**config.mk**
```make
export PLATFORM = sky130hd
export DESIGN_NAME = axil_ctrl_regs
export DESIGN_NICKNAME = d
export VERILOG_FILES = /design/src/rtl/axil_ctrl_pkg.sv /design/src/rtl/axil_slave_if.sv /design/src/rtl/axil_ctrl_regs.sv
export SDC_FILE = /design/constraint.sdc
export NUM_CORES = 1
export LEC_CHECK = 0
export CAP_MARGIN = 10
export CORE_AREA = 2 2 129 131
export CTS_CLUSTER_SIZE = 25
export DETAILED_ROUTE_END_ITERATION = 10
export DIE_AREA = 0 0 131 133
export GPL_TIMING_DRIVEN = 0
export PLACE_DENSITY = 0.92
export SLEW_MARGIN = 40
export SYNTH_ARGS = -nofsm -noshare
export SYNTH_HDL_FRONTEND = slang
export SYNTH_SLANG_ARGS = --single-unit
```
**constraint.sdc**
```tcl
create_clock -name clk -period 6.1 [get_ports clk]
set_clock_uncertainty 0.05 [all_clocks]
set_input_delay 0.915 -clock clk [delete_from_list [all_inputs] [get_ports clk]]
set_output_delay 0.915 -clock clk [all_outputs]
set_load 0.02 [all_outputs]
```
**src/rtl/axil_ctrl_pkg.sv**
```systemverilog
// Register map, bit positions and AXI response codes shared by axil_ctrl_regs and its
// AXI-Lite front end.
package axil_ctrl_pkg;
    localparam logic [31:0] OFF_CTRL     = 32'h00;
    localparam logic [31:0] OFF_STATUS   = 32'h04;
    localparam logic [31:0] OFF_CFG0     = 32'h08;
    localparam logic [31:0] OFF_CFG1     = 32'h0C;
    localparam logic [31:0] OFF_SCRATCH  = 32'h10;
    localparam logic [31:0] OFF_DONE_CNT = 32'h14;
    localparam logic [31:0] OFF_VERSION  = 32'h18;

    localparam int BIT_START    = 0;
    localparam int BIT_SOFT_RST = 1;
    localparam int BIT_IRQ_EN   = 2;
    localparam int BIT_BUSY     = 0;
    localparam int BIT_DONE     = 1;

    localparam logic [1:0] RESP_OKAY   = 2'b00;
    localparam logic [1:0] RESP_SLVERR = 2'b10;

    // Byte lanes whose strobe is clear keep their old contents.
    function automatic logic [31:0] strb_merge(input logic [31:0] old_val,
                                               input logic [31:0] new_val,
                                               input logic [3:0]  strb);
        logic [31:0] res;
        for (int i = 0; i < 4; i++)
            res[i*8 +: 8] = strb[i] ? new_val[i*8 +: 8] : old_val[i*8 +: 8];
        return res;
    endfunction
endpackage

```
**src/rtl/axil_slave_if.sv**
```systemverilog
// AXI-Lite slave handshake engine: latches AW/W independently, issues a one-cycle write
// strobe once both are held, and registers read data one cycle after the AR handshake.
module axil_slave_if
    import axil_ctrl_pkg::*;
#(
    parameter int ADDR_WIDTH = 8,
    parameter int DATA_WIDTH = 32
) (
    input  logic                    clk,
    input  logic                    rst,
    input  logic [ADDR_WIDTH-1:0]   s_axi_awaddr,
    input  logic                    s_axi_awvalid,
    output logic                    s_axi_awready,
    input  logic [DATA_WIDTH-1:0]   s_axi_wdata,
    input  logic [DATA_WIDTH/8-1:0] s_axi_wstrb,
    input  logic                    s_axi_wvalid,
    output logic                    s_axi_wready,
    output logic [1:0]              s_axi_bresp,
    output logic                    s_axi_bvalid,
    input  logic                    s_axi_bready,
    input  logic [ADDR_WIDTH-1:0]   s_axi_araddr,
    input  logic                    s_axi_arvalid,
    output logic                    s_axi_arready,
    output logic [DATA_WIDTH-1:0]   s_axi_rdata,
    output logic [1:0]              s_axi_rresp,
    output logic                    s_axi_rvalid,
    input  logic                    s_axi_rready,
    output logic                    wr_en,
    output logic [ADDR_WIDTH-1:0]   wr_addr,
    output logic [DATA_WIDTH-1:0]   wr_data,
    output logic [DATA_WIDTH/8-1:0] wr_strb,
    input  logic                    wr_err,
    output logic                    rd_en,
    output logic [ADDR_WIDTH-1:0]   rd_addr,
    input  logic [DATA_WIDTH-1:0]   rd_data,
    input  logic                    rd_err
);
    // live_reg keeps every ready low while in reset and for the edge that leaves it.
    logic                    live_reg;
    logic                    aw_held_reg;
    logic                    w_held_reg;
    logic [ADDR_WIDTH-1:0]   awaddr_reg;
    logic [DATA_WIDTH-1:0]   wdata_reg;
    logic [DATA_WIDTH/8-1:0] wstrb_reg;
    logic                    bvalid_reg;
    logic [1:0]              bresp_reg;
    logic                    rvalid_reg;
    logic [1:0]              rresp_reg;
    logic [DATA_WIDTH-1:0]   rdata_reg;
    logic                    aw_hs;
    logic                    w_hs;
    logic                    b_hs;
    logic                    r_hs;

    assign s_axi_awready = live_reg && !aw_held_reg && !bvalid_reg;
    assign s_axi_wready  = live_reg && !w_held_reg && !bvalid_reg;
    assign s_axi_arready = live_reg && !rvalid_reg;

    assign aw_hs = s_axi_awvalid && s_axi_awready;
    assign w_hs  = s_axi_wvalid && s_axi_wready;
    assign b_hs  = s_axi_bvalid && s_axi_bready;
    assign r_hs  = s_axi_rvalid && s_axi_rready;

    assign wr_en   = aw_held_reg && w_held_reg;
    assign wr_addr = awaddr_reg;
    assign wr_data = wdata_reg;
    assign wr_strb = wstrb_reg;
    assign rd_en   = s_axi_arvalid && s_axi_arready;
    assign rd_addr = s_axi_araddr;

    assign s_axi_bvalid = bvalid_reg;
    assign s_axi_bresp  = bresp_reg;
    assign s_axi_rvalid = rvalid_reg;
    assign s_axi_rresp  = rresp_reg;
    assign s_axi_rdata  = rdata_reg;

    always_ff @(posedge clk) begin
        if (rst) begin
            live_reg    <= 1'b0;
            aw_held_reg <= 1'b0;
            w_held_reg  <= 1'b0;
            awaddr_reg  <= '0;
            wdata_reg   <= '0;
            wstrb_reg   <= '0;
            bvalid_reg  <= 1'b0;
            bresp_reg   <= RESP_OKAY;
            rvalid_reg  <= 1'b0;
            rresp_reg   <= RESP_OKAY;
            rdata_reg   <= '0;
        end else begin
            live_reg <= 1'b1;
            if (aw_hs) begin
                aw_held_reg <= 1'b1;
                awaddr_reg  <= s_axi_awaddr;
            end
            if (w_hs) begin
                w_held_reg <= 1'b1;
                wdata_reg  <= s_axi_wdata;
                wstrb_reg  <= s_axi_wstrb;
            end
            // Both phases held: the register bank updates on this edge alongside bvalid.
            if (wr_en) begin
                aw_held_reg <= 1'b0;
                w_held_reg  <= 1'b0;
                bvalid_reg  <= 1'b1;
                bresp_reg   <= wr_err ? RESP_SLVERR : RESP_OKAY;
            end else if (b_hs) begin
                bvalid_reg <= 1'b0;
            end
            if (rd_en) begin
                rvalid_reg <= 1'b1;
                rdata_reg  <= rd_err ? '0 : rd_data;
                rresp_reg  <= rd_err ? RESP_SLVERR : RESP_OKAY;
            end else if (r_hs) begin
                rvalid_reg <= 1'b0;
            end
        end
    end
endmodule

```
**src/rtl/axil_ctrl_regs.sv**
```systemverilog
// Control/status register bank of the R4W accelerator behind an AXI-Lite slave.
// Define AXIL_IRQ_EN to build the IRQ_EN bit and the registered DONE interrupt.
module axil_ctrl_regs
    import axil_ctrl_pkg::*;
#(
    parameter int          ADDR_WIDTH = 8,
    parameter int          DATA_WIDTH = 32,
    parameter logic [31:0] VERSION    = 32'h0001_0000,
    parameter logic [31:0] CFG1_RST   = 32'h0000_0400
) (
    input  logic                  clk,
    input  logic                  rst,
    input  logic [ADDR_WIDTH-1:0] s_axi_awaddr,
    input  logic [2:0]            s_axi_awprot,
    input  logic                  s_axi_awvalid,
    output logic                  s_axi_awready,
    input  logic [31:0]           s_axi_wdata,
    input  logic [3:0]            s_axi_wstrb,
    input  logic                  s_axi_wvalid,
    output logic                  s_axi_wready,
    output logic [1:0]            s_axi_bresp,
    output logic                  s_axi_bvalid,
    input  logic                  s_axi_bready,
    input  logic [ADDR_WIDTH-1:0] s_axi_araddr,
    input  logic [2:0]            s_axi_arprot,
    input  logic                  s_axi_arvalid,
    output logic                  s_axi_arready,
    output logic [31:0]           s_axi_rdata,
    output logic [1:0]            s_axi_rresp,
    output logic                  s_axi_rvalid,
    input  logic                  s_axi_rready,
    input  logic                  core_busy,
    input  logic                  core_done,
    output logic                  ctrl_start,
    output logic                  ctrl_soft_rst,
    output logic [31:0]           cfg0,
    output logic [31:0]           cfg1,
    output logic                  irq
);
    logic                  wr_en;
    logic [ADDR_WIDTH-1:0] wr_addr;
    logic [31:0]           wr_data;
    logic [3:0]            wr_strb;
    logic                  wr_err;
    logic                  rd_en;
    logic [ADDR_WIDTH-1:0] rd_addr;
    logic [31:0]           rd_data;
    logic                  rd_err;
    logic [31:0]           wr_off;
    logic [31:0]           rd_off;
    logic                  wr_ctrl, wr_status, wr_cfg0, wr_cfg1, wr_scratch;
    logic                  start_hit, soft_hit, done_clr;
    logic                  irq_en;
    logic                  ctrl_start_reg, ctrl_soft_rst_reg, done_reg;
    logic [31:0]           cfg0_reg, cfg1_reg, scratch_reg, done_cnt_reg;
    logic                  unused;

    assign unused = ^{s_axi_awprot, s_axi_arprot, wr_addr[1:0], rd_addr[1:0], rd_en};

    axil_slave_if #(.ADDR_WIDTH(ADDR_WIDTH), .DATA_WIDTH(DATA_WIDTH)) u_if (
        .clk(clk), .rst(rst),
        .s_axi_awaddr(s_axi_awaddr), .s_axi_awvalid(s_axi_awvalid), .s_axi_awready(s_axi_awready),
        .s_axi_wdata(s_axi_wdata), .s_axi_wstrb(s_axi_wstrb), .s_axi_wvalid(s_axi_wvalid),
        .s_axi_wready(s_axi_wready), .s_axi_bresp(s_axi_bresp), .s_axi_bvalid(s_axi_bvalid),
        .s_axi_bready(s_axi_bready), .s_axi_araddr(s_axi_araddr), .s_axi_arvalid(s_axi_arvalid),
        .s_axi_arready(s_axi_arready), .s_axi_rdata(s_axi_rdata), .s_axi_rresp(s_axi_rresp),
        .s_axi_rvalid(s_axi_rvalid), .s_axi_rready(s_axi_rready),
        .wr_en(wr_en), .wr_addr(wr_addr), .wr_data(wr_data), .wr_strb(wr_strb), .wr_err(wr_err),
        .rd_en(rd_en), .rd_addr(rd_addr), .rd_data(rd_data), .rd_err(rd_err)
    );

    // Word-aligned byte offsets so the case items read like the register map.
    assign wr_off = 32'({wr_addr[ADDR_WIDTH-1:2], 2'b00});
    assign rd_off = 32'({rd_addr[ADDR_WIDTH-1:2], 2'b00});

    always_comb begin
        wr_ctrl    = 1'b0;
        wr_status  = 1'b0;
        wr_cfg0    = 1'b0;
        wr_cfg1    = 1'b0;
        wr_scratch = 1'b0;
        wr_err     = 1'b0;
        if (wr_en) begin
            case (wr_off)
                OFF_CTRL:                  wr_ctrl    = 1'b1;
                OFF_STATUS:                wr_status  = 1'b1;
                OFF_CFG0:                  wr_cfg0    = 1'b1;
                OFF_CFG1:                  wr_cfg1    = 1'b1;
                OFF_SCRATCH:               wr_scratch = 1'b1;
                OFF_DONE_CNT, OFF_VERSION: ;
                default:                   wr_err     = 1'b1;
            endcase
        end
    end

    assign start_hit = wr_ctrl && wr_strb[0] && wr_data[BIT_START];
    assign soft_hit  = wr_ctrl && wr_strb[0] && wr_data[BIT_SOFT_RST];
    assign done_clr  = wr_status && wr_strb[0] && wr_data[BIT_DONE];

    always_ff @(posedge clk) begin
        if (rst) begin
            ctrl_start_reg    <= 1'b0;
            ctrl_soft_rst_reg <= 1'b0;
            cfg0_reg          <= '0;
            cfg1_reg          <= CFG1_RST;
            scratch_reg       <= '0;
            done_reg          <= 1'b0;
            done_cnt_reg      <= '0;
        end else begin
            ctrl_start_reg    <= start_hit;
            ctrl_soft_rst_reg <= soft_hit;
            if (wr_cfg0)    cfg0_reg    <= strb_merge(cfg0_reg, wr_data, wr_strb);
            if (wr_cfg1)    cfg1_reg    <= strb_merge(cfg1_reg, wr_data, wr_strb);
            if (wr_scratch) scratch_reg <= strb_merge(scratch_reg, wr_data, wr_strb);
            // Soft reset beats a coincident core_done; core_done beats a W1C.
            if (soft_hit) begin
                done_reg     <= 1'b0;
                done_cnt_reg <= '0;
            end else if (core_done) begin
                done_reg     <= 1'b1;
                done_cnt_reg <= done_cnt_reg + 32'd1;
            end else if (done_clr) begin
                done_reg <= 1'b0;
            end
        end
    end

`ifdef AXIL_IRQ_EN
    logic irq_en_reg;
    logic irq_reg;

    always_ff @(posedge clk) begin
        if (rst) begin
            irq_en_reg <= 1'b0;
            irq_reg    <= 1'b0;
        end else begin
            if (wr_ctrl && wr_strb[0]) irq_en_reg <= wr_data[BIT_IRQ_EN];
            irq_reg <= done_reg && irq_en_reg;
        end
    end

    assign irq_en = irq_en_reg;
    assign irq    = irq_reg;
`else
    assign irq_en = 1'b0;
    assign irq    = 1'b0;
`endif

    always_comb begin
        rd_data = '0;
        rd_err  = 1'b0;
        case (rd_off)
            OFF_CTRL:     rd_data[BIT_IRQ_EN] = irq_en;
            OFF_STATUS: begin
                rd_data[BIT_BUSY] = core_busy;
                rd_data[BIT_DONE] = done_reg;
            end
            OFF_CFG0:     rd_data = cfg0_reg;
            OFF_CFG1:     rd_data = cfg1_reg;
            OFF_SCRATCH:  rd_data = scratch_reg;
            OFF_DONE_CNT: rd_data = done_cnt_reg;
            OFF_VERSION:  rd_data = VERSION;
            default:      rd_err  = 1'b1;
        endcase
    end

    assign ctrl_start    = ctrl_start_reg;
    assign ctrl_soft_rst = ctrl_soft_rst_reg;
    assign cfg0          = cfg0_reg;
    assign cfg1          = cfg1_reg;
endmodule

```
# Word-level counts from Yosys, hierarchy flattened

Cells that the tools add are included.

Mux-type cells: 25
$lt $le $gt $ge: 0
Shifts and indexed selects: 0
Div/mod/pow operators: 0
Bitwise gates (word level): 0
Reduce and logical (&&, ||, !) cells: 41
Multipliers: 0
Add/sub/neg operators: 1
Equality and inequality tests: 12

Operators by type and width:

| cell                                                                   | count |
|---|---|
| 29-bit one-hot mux with 5 select lines                                 | 1 |
| 32-bit logical NOT                                                     | 2 |
| 6-bit by 3-bit equality test with 1-bit output (second input constant) | 6 |
| 32-bit by 1-bit adder with 32-bit output (second input constant)       | 1 |
| 32-bit two-way mux                                                     | 1 |
| 6-bit by 2-bit equality test with 1-bit output (second input constant) | 4 |
| 2-bit AND reduction                                                    | 12 |
| 1-bit two-way mux                                                      | 19 |
| 1-bit logical AND                                                      | 16 |
| 7-bit OR reduction                                                     | 2 |
| 6-bit by 1-bit equality test with 1-bit output (second input constant) | 2 |
| 2-bit one-hot mux with 5 select lines                                  | 1 |
| 2-bit nonzero test                                                     | 3 |
| 1-bit logical NOT                                                      | 4 |
| 2-bit two-way mux                                                      | 2 |
| 1-bit one-hot mux with 4 select lines                                  | 1 |
| 2-bit OR reduction                                                     | 2 |

RAM bits: 0
Bits of input ports: 67
Memories kept: 0
Register bits after elaboration: 216
Bits in read-only memories: 0
Output and inout bits: 108
Bits in latches: 0

# Depth between registers and ports, before layout

Depth in word-level cells: 7
Depth in mapped cells: 7
Gate-level depth less buffers: 5

# Modules after synthesis

From an unflattened synthesis, not the netlist that was laid out.

Cell total of the unflattened synthesis: 1065
Area total of the unflattened synthesis: 9819.4 µm²

Modules (own cells, without submodules):

| module         | area an instance (µm²) | cells an instance | instances |
|---|---|---|---|
| axil_ctrl_regs | 5943.2                 | 692               | 1 |
| axil_slave_if  | 3876.2                 | 373               | 1 |

# Least setup slack after synthesis

OpenSTA, ideal clock, no wires.

Path type: input to register
Start: input port core_done
End: register done_cnt_reg[26]
Cell stages on the path: 6
Buffers on the path: 2
Required time: 5.977 ns
Path slack: 3.607 ns
Arrival time: 2.370 ns
Library setup time: 0.073 ns
Cells stage by stage: buf_2 nand4_2 or3_1 buf_6 or4_1 a21oi_1

RTL lines:

| what                   | line                  | text |
|---|---|---|
| start: declaration     | axil_ctrl_regs.sv:33  | `input logic core_done,` |
| end signal: assignment | axil_ctrl_regs.sv:121 | `done_cnt_reg <= done_cnt_reg + 32'd1;` |
| end: declaration       | axil_ctrl_regs.sv:55  | `logic [31:0] cfg0_reg, cfg1_reg, scratch_reg, done_cnt_reg;` |

# Final worst setup path

Start: input port s_axi_araddr[5]
End: register u_if.rdata_reg[24] (netlist: u_if.s_axi_rdata[24])

Word-level cells in the longest chain between the ends: 3
Elaborated cells between the ends (all ways): 10
Classes of those cells: eq/ne (6); mux (2); reduce/logical (2)

Ends and longest elaborated chain:

| what                                                                                                 | line                  | text |
|---|---|---|
| start: declaration                                                                                   | axil_ctrl_regs.sv:24  | `input logic [ADDR_WIDTH-1:0] s_axi_araddr,` |
| 32-bit logical NOT (tied with other cells)                                                           | axil_ctrl_regs.sv:152 | `case (rd_off)` |
| 7-bit OR reduction (no source line) / 29-bit one-hot mux with 5 select lines (equally long branches) | --                    |  |
| 32-bit two-way mux *                                                                                 | axil_slave_if.sv:112  | `rdata_reg <= rd_err ? '0 : rd_data;` |
| end signal: assignment                                                                               | axil_slave_if.sv:112  |  |
| end: declaration                                                                                     | axil_slave_if.sv:49   | `logic [DATA_WIDTH-1:0] rdata_reg;` |

Mark *: on every way between the ends. The rest lies on a longest branch, timed or not.
A chain may end at the register's enable or synchronous reset.

==> summary.md <==
| Metric | Value |
|---|---|
| Status | `complete, no violations` |
| Worst Hold Class | `reg -> reg` |
| Max Cap Viol | `0` |
| ANT cells | `0` |
| RR Endpoint | `u_if.wr_data[16]` |
| CTS Buf Count | `22` |
| GRT Total Usage | `0.309` |
| Net switching share of the total power | `0.232` |
| CP Capture Type | `register` |
| XOR/XNOR Fraction of Synth Area | `0.0151` |
| Hold_ws | `411 ps` |
| # port buffers | `about 160` |
| Final Hold Fails | `0` |
| FF-to-FF path depth | `6` |
| Tcrit/Tclk final | `0.532` |
| Power Total | `0.00288 W` |
| Post-DP Area | `between 0.01 and 0.015 sq mm` |
| Register area share after synthesis | `0.486` |
| Slew @ Worst Pin | `761 ps` |
| Clock sinks | `212` |
| Initial antenna violation count | `0` |
| Worst vdd ir | `172 uV` |
| Static Leak | `between 4 and 5 nW` |
| Largest net degree at the start of global routing | `14` |
| Core area | `0.0162 sq mm` |
| Logic gate share of total power | `0.059` |
| Fill cells | `1172` |
| Crit path required time | `6470 ps` |
| Vias | `8211` |
| Nets@finish | `roughly 1200` |
| Syn Inst Count | `953` |
| Number of global-route vias before repair | `approximately 8000` |
| CTS tree | `done` |
| CTS Hold Bufs | `0` |
| Adder-cell area share of the yosys netlist | `0.00143` |
| H-tree levels | `1` |
| RSZ-0062 raised after global routing | `false` |
| Simple-Gate Fraction of Synth Area | `0.181` |
| Pwr/cell area | `~250 mW/mm^2` |
| I/O Pins | `175` |
| Setup_tns | `0 ps` |
| FP Rows | `47` |
| Final Routed Wirelength | `~27 mm` |
| Drt pass-1 iters | `6` |
| Critical path arrival | `3610 ps` |
| DRC | `0` |
| Async S/R FF share, synth | `0` |
| Post-synth EDFFs | `0` |
| Routed Antenna Nets | `0` |
| FMAX | `between 0.3 and 0.4 GHz` |
| Post-CTS Resized | `0` |
| Total global routing overflow | `0` |
| Library cells used by synthesis | `51` |
| Flop2flop setup slack | `3650 ps` |
| FF+latch count, synth | `between 200 and 250` |
| Post-CTS Setup Bufs | `0` |
| Hold Crit Depth | `2` |
| Worst setup SP type | `input port` |
| Post-synthesis compound-gate area fraction | `0.109` |
| Minimum clock period | `3240 ps` |
| Area of the die | `between 0.015 and 0.02 sq mm` |
| Layout cells sized above 1 | `0.0660` |
| Internal power | `0.00221 W` |
| Starting DRC count in detailed routing | `a little over 900` |
| RD Place Congestion | `about 0.93` |
| Global-route wire length before repair | `between 40 and 50 mm` |
| Final HPWL DP | `18.8 mm` |
| Die width | `131 microns` |
| Starting Density | `0.539` |
| Vias per cell | `5.99` |
| Clock Path Buffers | `3` |
| Worst Setup SP | `s_axi_araddr[5]` |
| Final Cell Area | `roughly 0.011 sq mm` |
| Die Ht | `133 microns` |
| Worst skew pair latency | `500 ps` |
| Root buf cell | `clkbuf_16` |
| Worst reg2reg path startpoint | `u_if.live_reg` |
| Cell area after synthesis | `0.00872 sq mm` |
| Crit path capture | `u_if.s_axi_rdata[24]` |
| Setup-failing EPs final | `0` |
| Clock power share | `0.446` |
| Sw power | `between 0.0006 and 0.0007 W` |
| Syn-to-layout area delta | `29.3%` |
| Clock Pin Slew Worst Setup and Hold Paths | `roughly 60 ps` |
| CP Max Fanout | `10` |
| Main synth FF type | `dfxtp_1` |
| Worst slew margin | `0.491` |
| Combinational family with the most area after synthesis | `simple AND/OR/NAND/NOR gates` |
| WL/cell | `19.8 microns` |
| Mean Syn Cell Area | `roughly 9.2 sq um` |
| Crit path kind | `in -> reg` |
| Synth warn | `0` |
| Flop pwr share | `0.496` |
| Slew Viols, Final | `0` |
| Multiplexer share of the synthesized area | `0.162` |
[how the worst min path moves through the flow]
stage | from | to | slack (ps)
2_1_floorplan | done_reg | done_reg | 390
3_3_place_gp | u_if.s_axi_rdata[2] | u_if.s_axi_rdata[2] | 390
3_5_place_dp | u_if.s_axi_rdata[10] | u_if.s_axi_rdata[10] | 400
4_1_cts | done_reg | done_reg | 410
5_1_grt | done_reg | done_reg | 420
6_report | done_reg | done_reg | 410
[cell usage in the layout (no fill, tap or decap), drive strengths merged, types with 16 or more instances in the layout]
cell           count
a22oi             29
clkdlybuf4s50    158
o221ai            29
nand3             17
mux2i            109
nand4             16
dfxtp            212
clkbuf            75
nor2             131
a21oi             54
mux2              29
inv               37
nand2            126
[logic make-up after synthesis]
kind of cell,Yosys count
and+or+nand+nor,350
adders and majority gates,1
muxes,138
DFF,212
AOI/OAI and AO/OA,142
other,1
xor gates and xnor gates,15
buffers and inverters,94
[cell usage after synthesis (2+ instances only)]
cell type	instances	area, sq um
nand2_1	126	473
buf_2	4	20.0
and4b_1	2	20.0
nand3b_1	2	15.0
and4_1	5	43.8
or3_1	5	31.3
a21oi_1	54	270
or4_1	10	75.1
buf_6	2	22.5
xnor2_1	11	96.3
o21ai_0	9	45.0
nand4_2	2	25.0
inv_1	37	139
nor4_1	5	31.3
nor2b_1	2	12.5
mux2_2	29	327
a22oi_1	29	218
nor3b_1	3	22.5
nor2_1	131	492
nand4_1	14	87.6
o221ai_1	29	254
nand3_1	17	85.1
xor2_1	4	35.0
mux2i_1	109	1090
a31oi_1	2	12.5
nor3_1	11	55.1
and2_1	2	12.5
buf_4	3	22.5
dfxtp_1	212	4240
o31ai_1	9	67.6
nand2b_1	7	43.8
clkbuf_1	42	158
buf_1	6	22.5
[area by class of cell]
| cell class | instances | area, sq um | share of cell area |
|---|---|---|---|
| buffer | 57 | 245 | 0.0217 |
| clock buffer | 33 | 653 | 0.0579 |
| clock inverter | 5 | 32.5 | 0.00288 |
| inverter | 37 | 139 | 0.0123 |
| multi-input combinational | 649 | 4110 | 0.364 |
| sequential | 212 | 4240 | 0.376 |
| tap | 220 | 275 | 0.0244 |
| timing repair buffer | 158 | 1580 | 0.140 |
[power by group through the flow]
| stage | combinational [W] | sequential, W | clock (W) |
|---|---|---|---|
| after CTS | 0.000165 | 0.00142 | 0.00128 |
| after global placement | 0.000158 | 0.00145 | 0 |
| after global routing | 0.000178 | 0.00143 | 0.00134 |
| final | 0.000168 | 0.00143 | 0.00128 |
| after detailed placement | 0.000162 | 0.00145 | 0 |
| after floorplan | 0.0000842 | 0.00145 | 0 |
[routing by layer]
| layer | vias to the layer above | GRT usage | part of all wire |
|---|---|---|---|
| met2 | 521 | 0.505 | 0.47 |
| met1 | 3864 | 0.391 | 0.39 |
| met5 | - | 0 | 0 |
| met4 | 0 | 0.161 | 0.053 |
| met3 | 118 | 0.0501 | 0.088 |
| li1 | 3708 | - | - |
[worst max-delay path, stage by stage]
cell	delay, ps
clkdlybuf4s50_1	410
nor3_1	590
and3_1	310
clkbuf_1	470
clkbuf_1	500
a22oi_1	200
o221ai_1	200
[through the flow]
step / cells / setup WS, ps / util
2_1_floorplan: 955 / 3610 / -
3_3_place_gp: 1333 / 2500 / 0.655
3_5_place_dp: 1333 / 2420 / 0.655
4_1_cts: 1371 / 2920 / 0.697
5_1_grt: 1371 / 2720 / 0.698
6_report: 1371 / 2860 / 0.698
Power figures use the tool's default switching activity.
